--- src/rtl/display7_pkg.sv ---
// Shared types and constants for the seven-segment scan driver.
// Segment patterns are abcdefg packed into seg[6]..seg[0], active-low (0 = lit).
package display7_pkg;

  typedef logic [6:0] seg_t;

  localparam seg_t SEG_BLANK = 7'b1111111;

  localparam seg_t SEG_0 = 7'b0000001;
  localparam seg_t SEG_1 = 7'b1001111;
  localparam seg_t SEG_2 = 7'b0010010;
  localparam seg_t SEG_3 = 7'b0000110;
  localparam seg_t SEG_4 = 7'b1001100;
  localparam seg_t SEG_5 = 7'b0100100;
  localparam seg_t SEG_6 = 7'b0100000;
  localparam seg_t SEG_7 = 7'b0001111;
  localparam seg_t SEG_8 = 7'b0000000;
  localparam seg_t SEG_9 = 7'b0000100;
  localparam seg_t SEG_A = 7'b0001000;
  localparam seg_t SEG_B = 7'b1100000;
  localparam seg_t SEG_C = 7'b0110001;
  localparam seg_t SEG_D = 7'b1000010;
  localparam seg_t SEG_E = 7'b0110000;
  localparam seg_t SEG_F = 7'b0111000;

  function automatic seg_t hex_to_seg(input logic [3:0] nib);
    unique case (nib)
      4'h0:    return SEG_0;
      4'h1:    return SEG_1;
      4'h2:    return SEG_2;
      4'h3:    return SEG_3;
      4'h4:    return SEG_4;
      4'h5:    return SEG_5;
      4'h6:    return SEG_6;
      4'h7:    return SEG_7;
      4'h8:    return SEG_8;
      4'h9:    return SEG_9;
      4'hA:    return SEG_A;
      4'hB:    return SEG_B;
      4'hC:    return SEG_C;
      4'hD:    return SEG_D;
      4'hE:    return SEG_E;
      default: return SEG_F;
    endcase
  endfunction

endpackage

--- src/rtl/display7_scan_if.sv ---
// Host-side bundle of the scan driver.
//   value/dp_in/blank_mask/load : shadow-bank write port
//   blink_en/lz_en              : display mode levels
//   seg/dp/an/frame_sync        : registered, active-low display drive
// master = host/bench side, slave = display7_scan.
interface display7_scan_if #(
  parameter int unsigned N_DIGITS = 4
);
  logic [4*N_DIGITS-1:0] value;
  logic                  load;
  logic [N_DIGITS-1:0]   dp_in;
  logic [N_DIGITS-1:0]   blank_mask;
  logic                  blink_en;
  logic                  lz_en;
  logic [6:0]            seg;
  logic                  dp;
  logic [N_DIGITS-1:0]   an;
  logic                  frame_sync;

  modport master (
    output value, load, dp_in, blank_mask, blink_en, lz_en,
    input  seg, dp, an, frame_sync
  );

  modport slave (
    input  value, load, dp_in, blank_mask, blink_en, lz_en,
    output seg, dp, an, frame_sync
  );
endinterface

--- src/rtl/display7_hex.sv ---
// Combinational hex nibble to seven-segment decoder.
//   nib : 4-bit hex digit
//   seg : abcdefg pattern, active-low
module display7_hex
  import display7_pkg::*;
(
  input  logic [3:0] nib,
  output seg_t       seg
);

  always_comb seg = hex_to_seg(nib);

endmodule

--- src/rtl/display7_scan.sv ---
// Time-multiplexed N-digit common-anode seven-segment driver.
//   clk, rst_n : clock and asynchronous active-low reset
//   bus        : display7_scan_if.slave (write port, mode levels, display drive)
// A shadow bank absorbs loads; the active bank takes it only at the frame
// boundary, so a frame never shows a mix of old and new digits.
module display7_scan
  import display7_pkg::*;
#(
  parameter int unsigned N_DIGITS     = 4,
  parameter int unsigned REFRESH_DIV  = 50000,
  parameter int unsigned BLINK_FRAMES = 64
) (
  input  logic           clk,
  input  logic           rst_n,
  display7_scan_if.slave bus
);

  localparam int unsigned PW = $clog2(REFRESH_DIV);
  localparam int unsigned IW = (N_DIGITS > 1) ? $clog2(N_DIGITS) : 1;
  localparam int unsigned FW = (BLINK_FRAMES > 1) ? $clog2(BLINK_FRAMES) : 1;

  logic [PW-1:0]         presc;
  logic [IW-1:0]         idx;
  logic                  tick;
  logic                  wrap;
  logic                  wrap_q;

  logic [4*N_DIGITS-1:0] sh_val, ac_val;
  logic [N_DIGITS-1:0]   sh_dp, ac_dp;
  logic [N_DIGITS-1:0]   sh_bm, ac_bm;
  logic                  pending;

  logic [FW-1:0]         fcnt;
  logic                  blink_on;

  logic [N_DIGITS-1:0]   nz;
  logic [N_DIGITS-1:0]   supp;
  logic [3:0]            nib_sel;
  seg_t                  hex_seg;
  logic                  dark;

  logic [N_DIGITS-1:0]   an_q;
  seg_t                  seg_q;
  logic                  dp_q;
  logic                  fs_q;

  assign tick = (presc == PW'(REFRESH_DIV - 1));
  assign wrap = tick && (idx == IW'(N_DIGITS - 1));

  always_ff @(posedge clk or negedge rst_n) begin
    if (!rst_n) begin
      presc <= '0;
      idx   <= '0;
    end else begin
      presc <= tick ? '0 : presc + 1'b1;
      if (tick) idx <= (idx == IW'(N_DIGITS - 1)) ? '0 : idx + 1'b1;
    end
  end

  // A load coinciding with a commit is written after it, so the commit takes
  // the pre-load shadow and pending stays set for the next boundary.
  always_ff @(posedge clk or negedge rst_n) begin
    if (!rst_n) begin
      sh_val  <= '0;
      sh_dp   <= '0;
      sh_bm   <= '0;
      ac_val  <= '0;
      ac_dp   <= '0;
      ac_bm   <= '0;
      pending <= 1'b0;
    end else begin
      if (wrap && pending) begin
        ac_val  <= sh_val;
        ac_dp   <= sh_dp;
        ac_bm   <= sh_bm;
        pending <= 1'b0;
      end
      if (bus.load) begin
        sh_val  <= bus.value;
        sh_dp   <= bus.dp_in;
        sh_bm   <= bus.blank_mask;
        pending <= 1'b1;
      end
    end
  end

  always_ff @(posedge clk or negedge rst_n) begin
    if (!rst_n) begin
      fcnt     <= '0;
      blink_on <= 1'b1;
    end else if (!bus.blink_en) begin
      fcnt     <= '0;
      blink_on <= 1'b1;
    end else if (wrap) begin
      if (fcnt == FW'(BLINK_FRAMES - 1)) begin
        fcnt     <= '0;
        blink_on <= ~blink_on;
      end else begin
        fcnt <= fcnt + 1'b1;
      end
    end
  end

  // supp[k]: nibbles k..N-1 of the active word are all zero (digit 0 never).
  for (genvar g = 0; g < N_DIGITS; g++) begin : g_nz
    assign nz[g] = |ac_val[4*g +: 4];
  end
  assign supp[0] = 1'b0;
  for (genvar g = 1; g < N_DIGITS; g++) begin : g_supp
    assign supp[g] = ~|(nz >> g);
  end

  assign nib_sel = ac_val[{idx, 2'b00} +: 4];

  display7_hex u_hex (
    .nib (nib_sel),
    .seg (hex_seg)
  );

  // blink_en gates the phase directly so dropping it re-lights on the next clock.
  assign dark = ac_bm[idx] | (bus.lz_en & supp[idx]) | (bus.blink_en & ~blink_on);

  always_ff @(posedge clk or negedge rst_n) begin
    if (!rst_n) begin
      an_q   <= '1;
      seg_q  <= SEG_BLANK;
      dp_q   <= 1'b1;
      fs_q   <= 1'b0;
      wrap_q <= 1'b0;
    end else begin
      wrap_q <= wrap;
      fs_q   <= wrap_q;
      if (dark) begin
        an_q  <= '1;
        seg_q <= SEG_BLANK;
        dp_q  <= 1'b1;
      end else begin
        an_q  <= ~(N_DIGITS'(1) << idx);
        seg_q <= hex_seg;
        dp_q  <= ~ac_dp[idx];
      end
    end
  end

  assign bus.an         = an_q;
  assign bus.seg        = seg_q;
  assign bus.dp         = dp_q;
  assign bus.frame_sync = fs_q;

endmodule

--- src/flat_wrapper.sv ---
// flat-port wrapper written by rule: the top's interface ports become plain ports
module display7_scan_flat import display7_pkg::*;
#(
  parameter int unsigned N_DIGITS     = 4,
  parameter int unsigned REFRESH_DIV  = 50000,
  parameter int unsigned BLINK_FRAMES = 64
)
  (clk, rst_n, bus_value, bus_load, bus_dp_in, bus_blank_mask, bus_blink_en, bus_lz_en, bus_seg, bus_dp, bus_an, bus_frame_sync);
  display7_scan_if #(.N_DIGITS(N_DIGITS)) bus_i ();
  input  logic clk;
  input  logic rst_n;
  input wire logic [$bits(bus_i.value)-1:0] bus_value;
  input wire logic [$bits(bus_i.load)-1:0] bus_load;
  input wire logic [$bits(bus_i.dp_in)-1:0] bus_dp_in;
  input wire logic [$bits(bus_i.blank_mask)-1:0] bus_blank_mask;
  input wire logic [$bits(bus_i.blink_en)-1:0] bus_blink_en;
  input wire logic [$bits(bus_i.lz_en)-1:0] bus_lz_en;
  output wire logic [$bits(bus_i.seg)-1:0] bus_seg;
  output wire logic [$bits(bus_i.dp)-1:0] bus_dp;
  output wire logic [$bits(bus_i.an)-1:0] bus_an;
  output wire logic [$bits(bus_i.frame_sync)-1:0] bus_frame_sync;
  assign bus_i.value = bus_value;
  assign bus_i.load = bus_load;
  assign bus_i.dp_in = bus_dp_in;
  assign bus_i.blank_mask = bus_blank_mask;
  assign bus_i.blink_en = bus_blink_en;
  assign bus_i.lz_en = bus_lz_en;
  assign bus_seg = bus_i.seg;
  assign bus_dp = bus_i.dp;
  assign bus_an = bus_i.an;
  assign bus_frame_sync = bus_i.frame_sync;
  display7_scan #(.N_DIGITS(N_DIGITS), .REFRESH_DIV(REFRESH_DIV), .BLINK_FRAMES(BLINK_FRAMES)) u_core (.clk(clk), .rst_n(rst_n), .bus(bus_i));
endmodule
--- config.mk ---
export PLATFORM = sky130hd
export DESIGN_NAME = display7_scan_flat
export DESIGN_NICKNAME = d
export VERILOG_FILES = /design/src/rtl/display7_pkg.sv /design/src/rtl/display7_scan_if.sv /design/src/rtl/display7_hex.sv /design/src/rtl/display7_scan.sv /design/src/flat_wrapper.sv
export SDC_FILE = /design/constraint.sdc
export NUM_CORES = 1
export LEC_CHECK = 0
export ABC_AREA = 0
export CORE_MARGIN = 5
export CORE_UTILIZATION = 56
export CTS_CLUSTER_DIAMETER = 100
export DETAILED_ROUTE_END_ITERATION = 16
export GPL_ROUTABILITY_DRIVEN = 0
export PLACE_DENSITY = 0.83
export REMOVE_ABC_BUFFERS = 1
export SLEW_MARGIN = 40
export SYNTH_ARGS = -nofsm -noshare
export SYNTH_HDL_FRONTEND = slang
export SYNTH_SLANG_ARGS = --single-unit
export TNS_END_PERCENT = 20
--- constraint.sdc ---
create_clock -name clk -period 3.05 [get_ports clk]
set_input_delay 0.7625 -clock clk [delete_from_list [all_inputs] [get_ports clk]]
set_output_delay 0.7625 -clock clk [all_outputs]
set_load 0.01 [all_outputs]
=== Word-level counts from Yosys, hierarchy flattened ===
Memory sizes are Yosys's and may differ from the RTL's.
Cells that the tools add are included.

* Memories: 1
* Memory bits (read-only): 112
* Logic and storage cells: 64
* Input port bits: 29
* Output and inout port bits: 13
* Flip-flop bits (word level): 88

{| class="wikitable"
|+ Memories
! memory !! words !! width !! rd ports !! clocked after memory_dff !! write ports !! RTL line !! source
|-
| (name not given) || 16 || 7 || 1 || 0 || 0 || display7_pkg.sv:27 || <nowiki>unique case (nib)</nowiki>
|}

* Equality and inequality tests: 5
* Bitwise logic cells: 7
* Mux-type cells: 19
* Order comparisons: 1
* Reductions and logical operators: 10
* Shift operators: 2
* Add/subtract/negate cells: 3

{| class="wikitable"
|+ Operators with widths
! kind !! count
|-
| $mux W6 || 3
|-
| $add A16 B1 Y16 const B || 1
|-
| $eq A16 B16 Y1 const B || 1
|-
| $mux W16 || 1
|-
| $shiftx A16 B5 Y4 || 1
|-
| $reduce_or A12 Y1 || 1
|-
| $mux W1 || 9
|-
| $reduce_or A8 Y1 || 1
|-
| $mux W7 || 1
|-
| $add A6 B1 Y6 const B || 1
|-
| $bmux W1 S2 || 3
|-
| $eq A6 B6 Y1 const B || 1
|-
| $mux W4 || 1
|-
| $ne A2 B1 Y1 const B || 2
|-
| $not A4 Y4 || 1
|-
| $reduce_or A4 Y1 || 1
|-
| $shl A1 B2 Y4 const A || 1
|-
| $logic_not A1 Y1 || 3
|-
| $lt A2 B3 Y1 const B || 1
|-
| $add A2 B1 Y2 const B || 1
|-
| $and A1 B1 Y1 || 2
|-
| $eq A2 B2 Y1 const B || 1
|-
| $logic_and A1 B1 Y1 || 2
|-
| $mux W2 || 1
|-
| other kinds (4) || 6
|}

=== Logic depth before layout (Yosys ltp) ===
Gate-level depths: netlist of the first run.

* Depth in word-level cells: 8
* Depth in mapped cells: 7
* Depth with buffers taken out: 6

=== By module ===
From an unflattened synthesis of the first run, not the netlist that was laid out.

* Cells, all modules: 315
* Area total of the unflattened synthesis: 4,121.5 um^2

{| class="wikitable"
|+ Modules (own cells, without submodules)
! module !! cells an instance !! area an instance (um^2) !! sequential area each (um^2) !! times used
|-
| display7_scan || 280 || 3,873.7 || 2,218.4 || 1
|-
| display7_hex || 35 || 247.7 || 0.0 || 1
|}

=== Worst setup path after synthesis of the first run ===
OpenSTA, ideal clock, no wires.

* Kind: flip-flop to flip-flop
* Start: register u_core.idx[1]
* End: register u_core.seg_q[6], in the netlist u_core.bus.seg[6]
* Path buffers: 1
* Cell stages (with the launch flop): 7
* Setup time: 0.094 ns
* Period minus slack after synthesis: 2.229 ns
* Required time: 2.956 ns
* Arrival time: 2.135 ns
* Slack: 0.821 ns
* Cell sequence: dfrtp_1 buf_2 mux4_2 ha_1 or3b_2 a21oi_1 o31ai_1

* Cells in the longest elaborated chain, start to end: 6
* Elaborated cells on any way between the ends: 10
* Classes of those cells: shift (1); mux (5); bitwise (3); memory (1)

{| class="wikitable"
|+ RTL lines
! element !! RTL line !! source
|-
| start, declared || display7_scan.sv:23 || <nowiki>logic [IW-1:0] idx;</nowiki>
|-
| start signal, assigned || display7_scan.sv:56 || <nowiki>if (tick) idx <= (idx == IW'(N_DIGITS - 1)) ? '0 : idx + 1'b1;</nowiki>
|-
| branches (longest 5 deep; another with $mem_v2 Z16 W7) || -- ||
|-
| $mux W7 (*) || display7_scan.sv:133 || <nowiki>if (dark) begin</nowiki>
|-
| end signal, assigned || display7_scan.sv:139 || <nowiki>seg_q <= hex_seg;</nowiki>
|-
| end, declared || display7_scan.sv:43 || <nowiki>seg_t seg_q;</nowiki>
|}

Every way passes the cells marked *. The select of a mux whose other input is x is not followed.
A chain may end at the register's enable or synchronous reset.

=== Worst setup path after layout of the first run ===
Ends and elaborated chain as after synthesis.

==> impl_metrics.yaml, run 1 <==
final_layout:
  layout_common_cells: "dfrtp_1, mux2_2, clkdlybuf4s50_1, nand2_1"
  fillers: 524
  diodes: 0
  drive_above_1_share: 0.268
  final_nets: 401
  area_delta_synth_final_pct: 18.7
  final_common_cell: "dfrtp_1"
power:
  power_density_nw_per_um2: 481
  irDropWorstVdd_v: 0.000458
  p_total_mw: 2.32
  power_leakage_nw: 2.13
cts:
  insertion_delay_ps: 370
  cts_resized: 0
  cts_buffers: 9
  htree_levels: 3
  cts_sinks: 88
  cts_setup_buffers: 0
  cts_tree: "built"
  cts_buffer_depth: 2
  cts_root_buf: "clkbuf_8"
  clkTransAtPathRegs_ps: 90
  cts-hold-fix-buffers: 0
outcome:
  status: "completed"
setup_path:
  critPathCaptureType: "register"
  startpoint_type: "register"
  path_cells: "mux4_2, ha_1, or3b_2, a21oi_1, o31ai_1"
  slowest_delay_ps: 700
  arrival_ps: 2720
  slowest_stage: "dfrtp_1"
  cp.required_ps: 3330
  reg2reg_setup_slack_ps: 610
  crit_type: "reg -> reg"
  crit_family: "flip-flops"
  worst-path-buf-inv: 0
  crit_fanout: 14
logic_synthesis:
  yosysTopAreaCellShare: 0.463
  avgSynthCellArea_um2: 12.8
  yosys.area.top_type: "dfrtp_1"
  ys_types: 43
  async_flop_share: 1.00
  synth-seq-area-share: 0.547
  ys_seq_elements: 88
  synth_edf_count: 0
  synthFlopType: "dfrtp_1"
  syn_inst: 317
  syn_area_um2: 4060
  synth.area.top_cells: "dfrtp_1, mux2_2, dfstp_2"
  ys_warn_count: 0
placed_design:
  dpl.hpwl_um: 5160
  io_buffers: 41
job:
  cap_violations: 0
floorplanning:
  start_util: 0.569
  core-area_um2: 7140
  rows: 31
  ios: 42
  die_w_um: 95.1
  fp.dieH_um: 95.1
  dieArea_um2: 9050
route:
  ant_nets: 0
  viasPerCell: 5.59
  drtPass1Iterations: 4
  post_drt_wl_per_cell_um: 15.8
  drt-total-wl_um: 7310
  drt_iter0_drc: 146
  vias: 2594
  drc: 0
grt:
  grt_pass1_vias: 2689
  grt_util_all_layers: 0.188
  grt_pass1_wl_um: 13000
  grt-ovfl-total: 0
  antenna_found_initial: 0
  grt_max_degree: 52
timing:
  period_share: 0.801
  fmax_mhz: 409
  drv_slew: 0
  tightest_slew_ps: 702
  finalHoldViolations: 0
  fin_skew_ps: 11.2
  fin_hold_ws_ps: 347
  finalSetupTns_ps: 0
  finalSetupViolCount: 0
  fin_crit_ps: 2440
  maxSlewHeadroom: 0.519
  rsz0062_at_grt: "false"
min_path:
  hold_path.class: "in -> async"
-- registers in the layout, summed over array words and instances (netlist names), 6 cells and up --
name and cells:
u_core.ac_val 16, u_core.presc 16, u_core.sh_val 16, u_core.bus.seg 7, u_core.fcnt 6
-- worst paths after layout --
check	endpoint	from	cells past startpoint
worst max-delay path	u_core.bus.seg[6]	u_core.idx[1]	5
worst min-delay path	u_core.presc[2]	rst_n	1
worst max register to register	u_core.bus.seg[6]	u_core.idx[1]	5
worst min register to register	u_core.bus.frame_sync	u_core.wrap_q	0
max in group asynchronous	u_core.bus.dp	rst_n	2
min in group clk	u_core.bus.frame_sync	u_core.wrap_q	0
-- through the flow --
step | area [um^2] | setup slack (ps) | utilization | std cells
after floorplan | 3990 | 660 | - | 304
after global placement | 4570 | 699 | 0.640 | 448
after detailed placement | 4570 | 625 | 0.640 | 448
after CTS | 4820 | 620 | 0.675 | 464
after global routing | 4820 | 452 | 0.675 | 464
final | 4820 | 606 | 0.675 | 464
-- synthesized netlist by cell type (6+ instances only) --
cell type and instances:
nand3_1 9, dfstp_2 13, mux2_2 51, o21ai_0 7, dfrtp_1 75, mux4_2 6, clkbuf_1 7, nor2_1 12
inv_1 13, xor2_1 10, nand2_1 19, a21oi_1 11, ha_1 12
-- where the power goes --
part | leakage, nW | internal (mW) | switching, mW
combinational | 0.898 | 0.0626 | 0.0412
clock | 0.122 | 0.554 | 0.441
sequential | 1.11 | 1.20 | 0.0181
-- cell families after synthesis --
logic type / share of synthesized area
AOI/OAI and AO/OA: 0.0601
xor gates and xnor gates: 0.0324
adders and majority gates: 0.0370
buffers and inverters: 0.0278
DFF: 0.547
muxes: 0.193
and+or+nand+nor: 0.103
-- worst reg2reg max path, cell delays in order (launching register included) --
cell and delay [ps]:
dfrtp_1 700, mux4_2 640, ha_1 280, or3b_2 470, a21oi_1 160, o31ai_1 90
-- routing by layer --
| metal | wire length, um | GRT usage |
|---|---|---|
| met1 | 3460 | 0.255 |
| met4 | 140 | 0.0853 |
| met5 | 0 | 0 |
| met3 | 307 | 0.0497 |
| met2 | 3410 | 0.285 |
-- final cells by class --
type	count	area (um^2)	share of cell area
Sequential cell	88	2220	0.460
Multi-Input combinational cell	203	1730	0.358
Timing Repair Buffer	45	450	0.0935
Clock inverter	7	126	0.0262
Clock buffer	9	124	0.0257
Tap cell	99	124	0.0257
Inverter	13	48.8	0.0101
Power figures use the tool's default switching activity.
==> run 2, diff against run 1 <==
--- a/config.mk
+++ b/config.mk
@@ -7,11 +7,11 @@
 export LEC_CHECK = 0
 export ABC_AREA = 0
 export CORE_MARGIN = 5
-export CORE_UTILIZATION = 56
+export CORE_UTILIZATION = 51
 export CTS_CLUSTER_DIAMETER = 100
 export DETAILED_ROUTE_END_ITERATION = 16
 export GPL_ROUTABILITY_DRIVEN = 0
-export PLACE_DENSITY = 0.83
+export PLACE_DENSITY = 0.8
 export REMOVE_ABC_BUFFERS = 1
 export SLEW_MARGIN = 40
 export SYNTH_ARGS = -nofsm -noshare
==> constraint.sdc (replaced) <==
create_clock -name clk -period 2.1 [get_ports clk]
set_input_delay 0.525 -clock clk [delete_from_list [all_inputs] [get_ports clk]]
set_output_delay 0.525 -clock clk [all_outputs]
set_load 0.01 [all_outputs]
==> impl_metrics.yaml, run 2 (synthesis results as in run 1) <==
outcome:
  status: "completed"
setup_path:
  worst-path-buf-inv: 0
  path_cells: "mux4_2, ha_2, or3b_2, a21oi_1, o31ai_1"
  startpoint_type: "register"
  slowest_delay_ps: 570
  crit_fanout: 5
  arrival_ps: 2310
  crit_type: "reg -> reg"
  critPathCaptureType: "register"
  cp.required_ps: 2360
  crit_family: "multiplexers"
  slowest_stage: "mux4_2"
cts:
  cts_buffer_depth: 2
  htree_levels: 3
  cts_sinks: 88
  cts_tree: "built"
  cts_root_buf: "clkbuf_8"
  cts-hold-fix-buffers: 0
  insertion_delay_ps: 350
  clkTransAtPathRegs_ps: 90
  cts_buffers: 9
timing:
  period_share: 0.974
  drv_slew: 0
  tightest_slew_ps: 453
  maxSlewHeadroom: 0.698
  finalSetupViolCount: 0
  fin_skew_ps: 10.2
  rsz0062_at_grt: "true"
  finalHoldViolations: 0
  fmax_mhz: 489
  fin_hold_ws_ps: 110
  fin_crit_ps: 2050
final_layout:
  final_core_util: 0.638
  layout_common_cells: "dfrtp_1, mux2_2, clkdlybuf4s50_1, nand2_1, buf_4"
  fillers: 577
  ff_latch_area_um2: 2220
  multi_input_area_um2: 1740
  drive_above_1_share: 0.308
  final_common_cell: "dfrtp_1"
  area_delta_synth_final_pct: 21.6
  reg.largest.list: "u_core.ac_val (16), u_core.presc (16), u_core.sh_val (16)"
  diodes: 0
  fin_cells: 482
  fin_area_um2: 4930
  final_nets: 416
route:
  vias: 2611
  drc: 0
  drt_iter0_drc: 68
  viasPerCell: 5.42
  ant_nets: 0
  drtPass1Iterations: 4
  drt-total-wl_um: 7420
  post_drt_wl_per_cell_um: 15.4
grt:
  grt_pass1_vias: 2755
  grt-ovfl-total: 0
  grt_util_all_layers: 0.162
  grt_max_degree: 39
  antenna_found_initial: 0
  grt_pass1_wl_um: 12900
floorplanning:
  die_w_um: 99.2
  rows: 32
  start_util: 0.525
  dieArea_um2: 9840
  core-area_um2: 7730
  ios: 42
  fp.dieH_um: 99.2
placed_design:
  dpl.hpwl_um: 5370
  dpl-instance-area_um2: 4690
  io_buffers: 41
  post-place-cells: 463
power:
  irDropWorstVdd_v: 0.000386
  power_leakage_nw: 2.19
  power_density_nw_per_um2: 631
min_path:
  hold_path.class: "in -> async"
job:
  cap_violations: 0
## run 2: cell types whose count changed in the layout (fill, tap and decap cells not counted), moves of 2 or more
| cell | previous run | this run |
|---|---|---|
| clkbuf_8 | 9 | 11 |
| buf_4 | 4 | 17 |
| buf_12 | 1 | 3 |
| ha_1 | 12 | 10 |
| ha_2 | 0 | 2 |
| bufinv_16 | 3 | 1 |
## run 2: worst reg2reg max path, stage by stage, from the launching register on
cell,delay [ps]
dfrtp_1,410
mux4_2,580
ha_2,240
or3b_2,480
a21oi_1,160
o31ai_1,90
## run 2: per-stage QoR
step                total power, mW  setup WS (ps)  TNS [ps]
finish                         3.11           54.0         0
global route                   3.23          -12.6     -12.6
CTS                            3.15           9.20         0
detailed placement             1.96          -22.6     -22.6
global placement               1.95           70.5         0
floorplan                      1.84           -290     -7030
## run 2: path summary, 6_finish.rpt
| check | cells past startpoint | startpoint | slack [ps] | to |
|---|---|---|---|---|
| setup / recovery | 5 | u_core.idx[1] | 50 | u_core.bus.seg[6] |
| max in group asynchronous | 2 | rst_n | 1370 | u_core.bus.dp |
| hold reg to reg | 0 | u_core.wrap_q | 350 | u_core.bus.frame_sync |
| min in group clk | 0 | u_core.wrap_q | 350 | u_core.bus.frame_sync |
| setup reg to reg | 5 | u_core.idx[1] | 50 | u_core.bus.seg[6] |
| hold / removal | 1 | rst_n | 110 | u_core.presc[13] |
## run 2: power breakdown
group	switching (mW)	total, mW	internal, mW
sequential	0.0234	1.76	1.74
clock	0.574	1.19	0.618
combinational	0.0606	0.156	0.0959
total	0.658	3.11	2.45
## run 2: metal layers
layer,track usage,wire length [um],vias up
li1,-,-,1263
met1,0.220,3550,1283
met2,0.255,3460,53
met3,0.0330,281,12
met4,0.0693,131,0
met5,0,0,-
## run 2: cell type report
| type | instances | area share |
|---|---|---|
| inverter | 13 | 0.00989 |
| clock inverter | 4 | 0.0107 |
| tap | 102 | 0.0259 |
| multi-input combinational | 203 | 0.353 |
| clock buffer | 12 | 0.0314 |
| sequential | 88 | 0.450 |
| timing repair buffer | 60 | 0.119 |
## run 2: timing repair
action                                  CTS  global route
gates resized for setup                   0             5
endpoints found under the setup margin    1            31
setup buffers                             3             0
